## config.mk

```make
export PLATFORM = sky130hd
export DESIGN_NAME = ps2_rx_flat
export DESIGN_NICKNAME = d
export VERILOG_FILES = /design/src/rtl/ps2_pkg.sv /design/src/rtl/ps2_rx_if.sv /design/src/rtl/ps2_sync_filter.sv /design/src/rtl/ps2_rx.sv /design/src/flat_wrapper.sv
export SDC_FILE = /design/constraint.sdc
export NUM_CORES = 1
export LEC_CHECK = 0
export CORE_MARGIN = 2
export CORE_UTILIZATION = 39
export DETAILED_ROUTE_END_ITERATION = 7
export PLACE_DENSITY_LB_ADDON = 0.3
export SETUP_SLACK_MARGIN = 0.02
export SLEW_MARGIN = 20
export SYNTH_ARGS = -nofsm -noshare
export SYNTH_HDL_FRONTEND = slang
export SYNTH_SLANG_ARGS = --single-unit
```

## constraint.sdc

```tcl
create_clock -name clk -period 2.1 [get_ports clk]
set_input_delay 0.42 -clock clk [delete_from_list [all_inputs] [get_ports clk]]
set_output_delay 0.42 -clock clk [all_outputs]
set_load 0.05 [all_outputs]
```

## src/rtl/ps2_pkg.sv

```systemverilog
// ps2_pkg: shared deframer state encoding and PS/2 frame constants.
// Ports: none (package).
package ps2_pkg;

    typedef enum logic [1:0] {
        IDLE   = 2'd0,
        DATA   = 2'd1,
        PARITY = 2'd2,
        STOP   = 2'd3
    } state_t;

    localparam int   DATA_BITS = 8;
    localparam logic START_BIT = 1'b0;
    localparam logic STOP_BIT  = 1'b1;

endpackage

```

## src/rtl/ps2_rx_if.sv

```systemverilog
// ps2_rx_if: PS/2 pin inputs and received-byte/status outputs of the receiver.
// Signals: PS2_CLOCK, PS2_DATA raw pins; keycode last good byte;
//          is_pressed/parity_err/frame_err one-cycle strobes.
// Modports: master drives the pins and observes results, slave is the receiver.
interface ps2_rx_if;
    import ps2_pkg::*;

    logic                 PS2_CLOCK;
    logic                 PS2_DATA;
    logic [DATA_BITS-1:0] keycode;
    logic                 is_pressed;
    logic                 parity_err;
    logic                 frame_err;

    modport master (
        output PS2_CLOCK, PS2_DATA,
        input  keycode, is_pressed, parity_err, frame_err
    );

    modport slave (
        input  PS2_CLOCK, PS2_DATA,
        output keycode, is_pressed, parity_err, frame_err
    );

endinterface

```

## src/rtl/ps2_sync_filter.sv

```systemverilog
// ps2_sync_filter: 2-flop synchronizer, level glitch filter and registered falling-edge detect.
// Ports: clk, rst (async, active-high); pin_i raw asynchronous pin;
//        fe_o one-cycle pulse one cycle after the filtered level falls 1->0.
module ps2_sync_filter #(
    parameter int FILTER_LEN = 8
) (
    input  logic clk,
    input  logic rst,
    input  logic pin_i,
    output logic fe_o
);
    localparam int CW = $clog2(FILTER_LEN + 1);

    logic [1:0]    sync_q;
    logic [CW-1:0] cnt_q, cnt_d;
    logic          filt_q, filt_d;
    logic          fe_q;

    // Count consecutive cycles the synchronized level disagrees with the
    // filtered level; any agreeing cycle restarts the count.
    always_comb begin
        cnt_d  = (sync_q[1] == filt_q) ? '0 : cnt_q + CW'(1);
        filt_d = filt_q;
        if (cnt_d == CW'(FILTER_LEN)) begin
            filt_d = sync_q[1];
            cnt_d  = '0;
        end
    end

    always_ff @(posedge clk or posedge rst) begin
        if (rst) begin
            sync_q <= 2'b11;
            cnt_q  <= '0;
            filt_q <= 1'b1;
            fe_q   <= 1'b0;
        end else begin
            sync_q <= {sync_q[0], pin_i};
            cnt_q  <= cnt_d;
            filt_q <= filt_d;
            fe_q   <= filt_q & ~filt_d;
        end
    end

    assign fe_o = fe_q;

endmodule

```

## src/rtl/ps2_rx.sv

```systemverilog
// ps2_rx: PS/2 device-to-host byte receiver with parity/framing checks and stall timeout.
// Ports: clk, rst (async, active-high); bus (ps2_rx_if.slave): PS2_CLOCK/PS2_DATA raw pins in,
//        keycode last good byte, is_pressed/parity_err/frame_err one-cycle strobes out.
module ps2_rx
    import ps2_pkg::*;
#(
    parameter int FILTER_LEN     = 8,
    parameter int TIMEOUT_CYCLES = 50000
) (
    input  logic     clk,
    input  logic     rst,
    ps2_rx_if.slave  bus
);
    localparam int TW = $clog2(TIMEOUT_CYCLES);

    logic                 fe;
    logic [1:0]           dsync_q;
    logic                 din;
    state_t               state_q, state_d;
    logic [2:0]           cnt_q, cnt_d;
    logic [DATA_BITS-1:0] shift_q, shift_d;
    logic                 par_q, par_d;
    logic [TW-1:0]        tmo_q, tmo_d;
    logic                 tmo_hit;
    logic                 stop_fe;
    logic                 odd;
    logic [DATA_BITS-1:0] keycode_q, keycode_d;
    logic                 isp_q, isp_d;
    logic                 perr_q, perr_d;
    logic                 ferr_q, ferr_d;

    ps2_sync_filter #(.FILTER_LEN(FILTER_LEN)) u_clk_filt (
        .clk   (clk),
        .rst   (rst),
        .pin_i (bus.PS2_CLOCK),
        .fe_o  (fe)
    );

    assign din = dsync_q[1];

    // A falling edge in the same cycle as expiry keeps the frame alive.
    assign tmo_hit = (state_q != IDLE) && !fe && (tmo_q == TW'(TIMEOUT_CYCLES - 1));
    assign tmo_d   = (fe || state_q == IDLE || tmo_hit) ? '0 : tmo_q + TW'(1);

    always_ff @(posedge clk or posedge rst) begin
        if (rst) begin
            dsync_q <= 2'b11;
            state_q <= IDLE;
            cnt_q   <= '0;
            shift_q <= '0;
            par_q   <= 1'b0;
            tmo_q   <= '0;
        end else begin
            dsync_q <= {dsync_q[0], bus.PS2_DATA};
            state_q <= state_d;
            cnt_q   <= cnt_d;
            shift_q <= shift_d;
            par_q   <= par_d;
            tmo_q   <= tmo_d;
        end
    end

    always_comb begin
        state_d = state_q;
        cnt_d   = cnt_q;
        shift_d = shift_q;
        par_d   = par_q;
        if (tmo_hit) begin
            state_d = IDLE;
        end else if (fe) begin
            case (state_q)
                IDLE: begin
                    state_d = (din == START_BIT) ? DATA : IDLE;
                    cnt_d   = '0;
                end
                DATA: begin
                    shift_d = {din, shift_q[DATA_BITS-1:1]};
                    cnt_d   = cnt_q + 3'd1;
                    state_d = (cnt_q == 3'(DATA_BITS - 1)) ? PARITY : DATA;
                end
                PARITY: begin
                    par_d   = din;
                    state_d = STOP;
                end
                default: state_d = IDLE;
            endcase
        end
    end

    // A bad stop bit takes precedence over a parity check.
    assign stop_fe = fe && state_q == STOP;
    assign odd     = ^{shift_q, par_q};

    always_comb begin
        ferr_d    = tmo_hit || (fe && state_q == IDLE && din != START_BIT) || (stop_fe && din != STOP_BIT);
        isp_d     = stop_fe && din == STOP_BIT && odd;
        perr_d    = stop_fe && din == STOP_BIT && !odd;
        keycode_d = isp_d ? shift_q : keycode_q;
    end

    always_ff @(posedge clk or posedge rst) begin
        if (rst) begin
            keycode_q <= '0;
            isp_q     <= 1'b0;
            perr_q    <= 1'b0;
            ferr_q    <= 1'b0;
        end else begin
            keycode_q <= keycode_d;
            isp_q     <= isp_d;
            perr_q    <= perr_d;
            ferr_q    <= ferr_d;
        end
    end

    assign bus.keycode    = keycode_q;
    assign bus.is_pressed = isp_q;
    assign bus.parity_err = perr_q;
    assign bus.frame_err  = ferr_q;

endmodule
```

## src/flat_wrapper.sv

```systemverilog
// flat-port wrapper written by rule: the top's interface ports become plain ports
module ps2_rx_flat import ps2_pkg::*;
#(
    parameter int FILTER_LEN     = 8,
    parameter int TIMEOUT_CYCLES = 50000
)
  (clk, rst, bus_PS2_CLOCK, bus_PS2_DATA, bus_keycode, bus_is_pressed, bus_parity_err, bus_frame_err);
  ps2_rx_if bus_i ();
  input  logic clk;
  input  logic rst;
  input wire logic [$bits(bus_i.PS2_CLOCK)-1:0] bus_PS2_CLOCK;
  input wire logic [$bits(bus_i.PS2_DATA)-1:0] bus_PS2_DATA;
  output wire logic [$bits(bus_i.keycode)-1:0] bus_keycode;
  output wire logic [$bits(bus_i.is_pressed)-1:0] bus_is_pressed;
  output wire logic [$bits(bus_i.parity_err)-1:0] bus_parity_err;
  output wire logic [$bits(bus_i.frame_err)-1:0] bus_frame_err;
  assign bus_i.PS2_CLOCK = bus_PS2_CLOCK;
  assign bus_i.PS2_DATA = bus_PS2_DATA;
  assign bus_keycode = bus_i.keycode;
  assign bus_is_pressed = bus_i.is_pressed;
  assign bus_parity_err = bus_i.parity_err;
  assign bus_frame_err = bus_i.frame_err;
  ps2_rx #(.FILTER_LEN(FILTER_LEN), .TIMEOUT_CYCLES(TIMEOUT_CYCLES)) u_core (.clk(clk), .rst(rst), .bus(bus_i));
endmodule
```

**Word-level counts from Yosys, hierarchy flattened**

Index checks and enable logic that the tools add are counted.

- Add/sub/neg operators: 3
- Equal/unequal tests: 7
- Muxes and demuxes: 10
- Bitwise logic cells: 4
- Reductions and logical operators: 23

Operator list:

| cell | number |
|---|---|
| adder 16 x 1 -> 16 bit (second input constant) | 1 |
| == test 16 bit (second input constant) | 1 |
| 2-to-1 mux 16 bit | 1 |
| logical AND 1 bit | 9 |
| AND reduction 3 bit | 3 |
| XOR reduction 9 bit | 1 |
| 2-to-1 mux 4 bit | 2 |
| 2-to-1 mux 2 bit | 3 |
| one-hot mux 2 bit (3 select lines) | 1 |
| one-hot mux 3 bit (2 select lines) | 1 |
| nonzero test 2 bit | 3 |
| adder 4 x 1 -> 4 bit (second input constant) | 1 |
| == test 2 bit (second input constant) | 2 |
| == test 4 bit (second input constant) | 1 |
| logical OR 1 bit | 4 |
| adder 3 x 1 -> 3 bit (second input constant) | 1 |
| == test 3 bit (second input constant) | 1 |
| NOT 1 bit | 3 |
| == test 2 x 1 -> 1 bit (second input constant) | 1 |
| zero test 1 bit | 2 |
| zero test 2 bit | 1 |
| 2-to-1 mux 1 bit | 2 |
| bitwise AND 1 bit | 1 |
| == test 1 bit | 1 |

- Flip-flop bits (word level): 51
- Input port bits: 4
- Output and inout bits: 11
- Logic and storage cells: 61

**Longest topological paths before layout**

- Depth after elaboration: 6
- Gate-level depth with buffers: 7
- Depth with buffers taken out: 6

**By module**

Synthesis repeated with hierarchy kept, for this count alone.

- Cells, all modules: 192
- Area total of the unflattened synthesis: 2242.2 µm²

By module, submodules not included:

| module | times used | cells each | area an instance (µm²) | seq. area each (µm²) |
|---|---|---|---|---|
| ps2_rx | 1 | 168 | 1908.1 | 1078.5 |
| ps2_sync_filter | 1 | 24 | 334.1 | 203.9 |

**Least setup slack after synthesis**

No wires, ideal clock.

- Path type: flip-flop to flip-flop
- From: register u_core.shift_q[5]
- To: register u_core.keycode_q[0] (netlist: u_core.bus.keycode[0])
- Library setup time: 125 ps
- Arrival time: 1724 ps
- Required time: 1975 ps
- Setup slack: 251 ps
- Stages on the path, launching flop included: 6
- Buffers on the path: 0
- Period minus slack after synthesis: 1849 ps
- Cells stage by stage: dfrtp_1 xnor2_1 xnor2_1 xnor2_2 mux2i_4 mux2_2

- Longest elaborated chain between the ends: 2

RTL lines:

| what | RTL line | source |
|---|---|---|
| from (decl) | ps2_rx.sv:21 | `logic [DATA_BITS-1:0] shift_q, shift_d;` |
| from (signal assigned) | ps2_rx.sv:57 | `shift_q <= shift_d;` |
| XOR reduction 9 bit | ps2_rx.sv:92 | `assign odd = ^{shift_q, par_q};` |
| logical AND 1 bit | ps2_rx.sv:96 | `isp_d = stop_fe && din == STOP_BIT && odd;` |
| via u_core.isp_d | ps2_rx.sv:28 | `logic isp_q, isp_d;` |
| to (signal assigned) | ps2_rx.sv:108 | `keycode_q <= keycode_d;` |
| to (decl) | ps2_rx.sv:27 | `logic [DATA_BITS-1:0] keycode_q, keycode_d;` |

The timed path passes the listed nets, and every way through them passes these cells.
A chain may end at the register's enable or synchronous reset.

**Worst setup path in the final report**

- From: register u_core.par_q
- To: register u_core.keycode_q[0] (netlist: u_core.bus.keycode[0])

- Longest elaborated chain between the ends: 2

RTL lines:

| what | RTL line | source |
|---|---|---|
| from (decl) | ps2_rx.sv:22 | `logic par_q, par_d;` |
| from (signal assigned) | ps2_rx.sv:58 | `par_q <= par_d;` |
| XOR reduction 9 bit | ps2_rx.sv:92 |  |
| logical AND 1 bit | ps2_rx.sv:96 |  |
| via u_core.isp_d | ps2_rx.sv:28 |  |

The timed path passes the listed nets, and every way through them passes these cells.

==> flow_metrics.py <==
metrics = {
    "logic_synthesis": {
        "yosys-top-cells-count": "dfrtp_1 (46), nor2_1 (28), xnor2_1 (16)",
        "synth_top_family_by_area": "simple AND/OR/NAND/NOR gates",
        "syn_area_sq_um": 2240,
        "synth-seq-area-share": 0.574,
        "syn_inst": 197,
        "syn-num-nets": 205,
        "ys.flop_type": "dfrtp_1",
        "synth_compound_area_frac": 0.0341,
        "yosys.area_share.adder": 0.0224,
        "ys_async_sr_fraction": 1.00,
        "synth_seq_cells": 51,
        "synthXorXnorAreaFrac": 0.101,
        "yosysMostFrequentCell": "dfrtp_1",
        "synth_simple_gate_area_frac": 0.156,
        "yosys.area.top_type_share": 0.515,
        "yosys-top-cells-area": "dfrtp_1 (51%), mux2_2 (7.6%), xnor2_1 (6.3%), dfstp_2 (5.9%), nor2_1 (4.7%)",
        "synth.mux.area_fraction": 0.0856,
        "ys_types": 31,
        "synth.largest_area_cell": "dfrtp_1",
        "synth_edf_count": 0,
        "syn_avg_cell_area_sq_um": 11.3,
        "yosys_warnings": 0,
    },
    "clock_network": {
        "cts-root-buf": "clkbuf_8",
        "clock-sinks": 51,
        "clkSlewWorstSetupHoldPaths_ps": 90,
        "tritoncts": "yes",
        "worst_skew_pair.late_latency_ps": 300,
        "numCtsBuffers": 5,
        "cts-htree-levels": 2,
        "clk_path_buf_depth": 2,
    },
    "min_path": {
        "min_to": "u_core.dsync_q[1]$_DFF_PP1_",
        "hold_path.class": "flip-flop to flip-flop",
        "worstHoldStart": "u_core.dsync_q[0]$_DFF_PP1_",
        "min_path_cells": 0,
    },
    "floorplanning": {
        "start_util": 0.406,
        "rows": 27,
        "fp.dieH_microns": 79.7,
        "dieArea_sq_um": 6350,
        "core_area_sq_um": 5510,
        "dieWidth_microns": 79.7,
        "pin_count": 15,
    },
    "placed_design": {
        "dp_hpwl_microns": 2410,
        "port_buffers": 14,
        "place_congestion": 0.773,
        "dpl_cell_area_sq_um": 2480,
    },
    "global_routing": {
        "grt_max_degree": 30,
        "grt_pass1_wl_microns": 6000,
        "grt_usage": 0.121,
        "overflow": 0,
        "grt_pass1_vias": 1381,
        "antenna_found_initial": 0,
    },
    "finish": {
        "final-seq-area_sq_um": 1280,
        "area_delta_synth_final_pct": 18.5,
        "multiInputGateArea_sq_um": 937,
        "n_fill_cell": 501,
        "finish.utilization": 0.481,
        "final_net_count": 227,
        "drive_gt1_frac": 0.209,
        "fin_area_sq_um": 2650,
        "n_antenna_cell": 0,
    },
    "setup_path": {
        "reg2regPathDepth": 5,
        "crit_required_ps": 2290,
        "endpoint_kind": "flip-flop",
        "cp.arrival_ps": 2170,
        "cp-startpoint": "u_core.par_q$_DFFE_PP0P_",
        "cp_max_fo": 8,
        "crit_type": "flip-flop to flip-flop",
        "start_kind": "flip-flop",
        "r2r_start": "u_core.par_q$_DFFE_PP0P_",
        "rr_endpoint": "u_core.bus.keycode[0]$_DFFE_PP0P_",
        "ff2ff_setup_slack_ps": 130,
    },
    "drt": {
        "top_layer": "met4",
        "drc": 0,
        "drt_pass1_iterations": 4,
        "drt-met1-wl_microns": 1560,
        "vias": 1412,
        "routed_wl_microns": 3380,
        "wl_met2_microns": 1630,
        "routedWlPerCell_microns": 11.6,
        "wl_met3_microns": 130,
        "first_iter_violations": 64,
        "via_per_inst": 4.84,
        "antenna_left": 0,
    },
    "timing": {
        "min_period_over_period": 0.939,
        "finClkSkew_ps": 8.70,
        "fin_crit_ps": 1970,
        "setup_viol": 0,
        "worst_hold_slack_ps": 358,
        "worstMarginPinSlew_ps": 574,
        "drv_slew": 0,
        "hold_violations": 0,
        "relSlewSlack": 0.614,
        "finalSetupTns_ps": 0,
        "fmax_mhz": 507,
        "grt_setup_unrepaired": "no",
    },
    "status": {
        "outcome": "finished clean",
    },
    "pwr": {
        "leakagePower_nw": 1.14,
        "p_per_area_nw_per_um2": 674,
        "max-vdd-ir-drop_mv": 0.308,
    },
    "job": {
        "drv_cap": 0,
    },
}
==> report_power, final <==
part	total [mW]	switching, mW	internal (mW)	leakage (nW)
registers	1.02	0.0159	1.01	0.693
clock network	0.669	0.314	0.355	0.0581
logic	0.0927	0.0561	0.0366	0.384
total	1.79	0.386	1.40	1.14
==> state kept, by name, indices dropped and copies added (netlist names) <==
| signal | cells |
|---|---|
| u_core.u_clk_filt.cnt_q | 4 |
| u_core.cnt_q | 3 |
| u_core.bus.parity_err | 1 |
| u_core.shift_q | 8 |
| u_core.u_clk_filt.sync_q | 2 |
| u_core.tmo_q | 16 |
| u_core.u_clk_filt.filt_q | 1 |
| u_core.u_clk_filt.fe_o | 1 |
| u_core.bus.keycode | 8 |
| u_core.bus.frame_err | 1 |
| u_core.state_q | 2 |
| u_core.dsync_q | 2 |
| u_core.bus.is_pressed | 1 |
| u_core.par_q | 1 |
==> timing repair <==
item | CTS | global route
endpoints found under the setup margin | 0 | 7
resized for setup | 0 | 6
buffers inserted | 0 | 2
hold buffers | 0 | 0
==> cell type report <==
class | instances | area share
Timing Repair Buffer | 21 | 0.0727
Clock buffer | 5 | 0.0260
Multi-Input combinational cell | 131 | 0.354
Tap cell | 72 | 0.0340
Sequential cell | 51 | 0.484
Inverter | 9 | 0.0128
Clock inverter | 3 | 0.0165
==> per-stage QoR <==
step | std cells | setup WS, ps | power [mW]
floorplan | 197 | 251 | 1.11
global placement | 282 | 120 | 1.14
detailed placement | 282 | 102 | 1.14
CTS | 290 | 93.0 | 1.82
global route | 292 | 23.7 | 1.87
finish | 292 | 128 | 1.79
==> placed cells by master, fill, tap and decap left out, types with 8 or more instances in the layout <==
cell,netlist,routed
nand3_1,10,10
mux2_2,15,15
o21ai_0,11,11
clkdlybuf4s50_1,0,14
nand2_1,15,15
dfrtp_1,46,46
xor2_1,8,8
inv_1,9,8
nor2_1,28,28
xnor2_1,16,10
==> critical path: stages, from the launching register on <==
cell,delay (ps)
dfrtp_1,440
xnor2_2,170
xnor2_2,160
xnor2_2,300
mux2i_4,430
mux2_2,380
==> worst max path at each step <==
stage	endpoint	slack [ps]	cells past startpoint
3_5_place_dp	u_core.bus.keycode[0]$_DFFE_PP0P_	100	5
4_1_cts	u_core.bus.keycode[6]$_DFFE_PP0P_	90	5
5_1_grt	u_core.bus.keycode[4]$_DFFE_PP0P_	20	5
3_3_place_gp	u_core.bus.keycode[1]$_DFFE_PP0P_	120	5
6_report	u_core.bus.keycode[0]$_DFFE_PP0P_	130	5
2_1_floorplan	u_core.bus.keycode[0]$_DFFE_PP0P_	250	5
==> cell families after synthesis <==
logic type,after synthesis
simple gates,72
fa+ha+maj,4
compound gates,14
buf+inv,15
xor+xnor,25
mux,16
flops,51
==> layer usage <==
metal	global-route usage	up-vias
met5	0	-
met4	0.0483	0
met3	0.0339	9
met2	0.198	20
met1	0.149	676
li1	-	707
(Power assumes the default switching activity.)
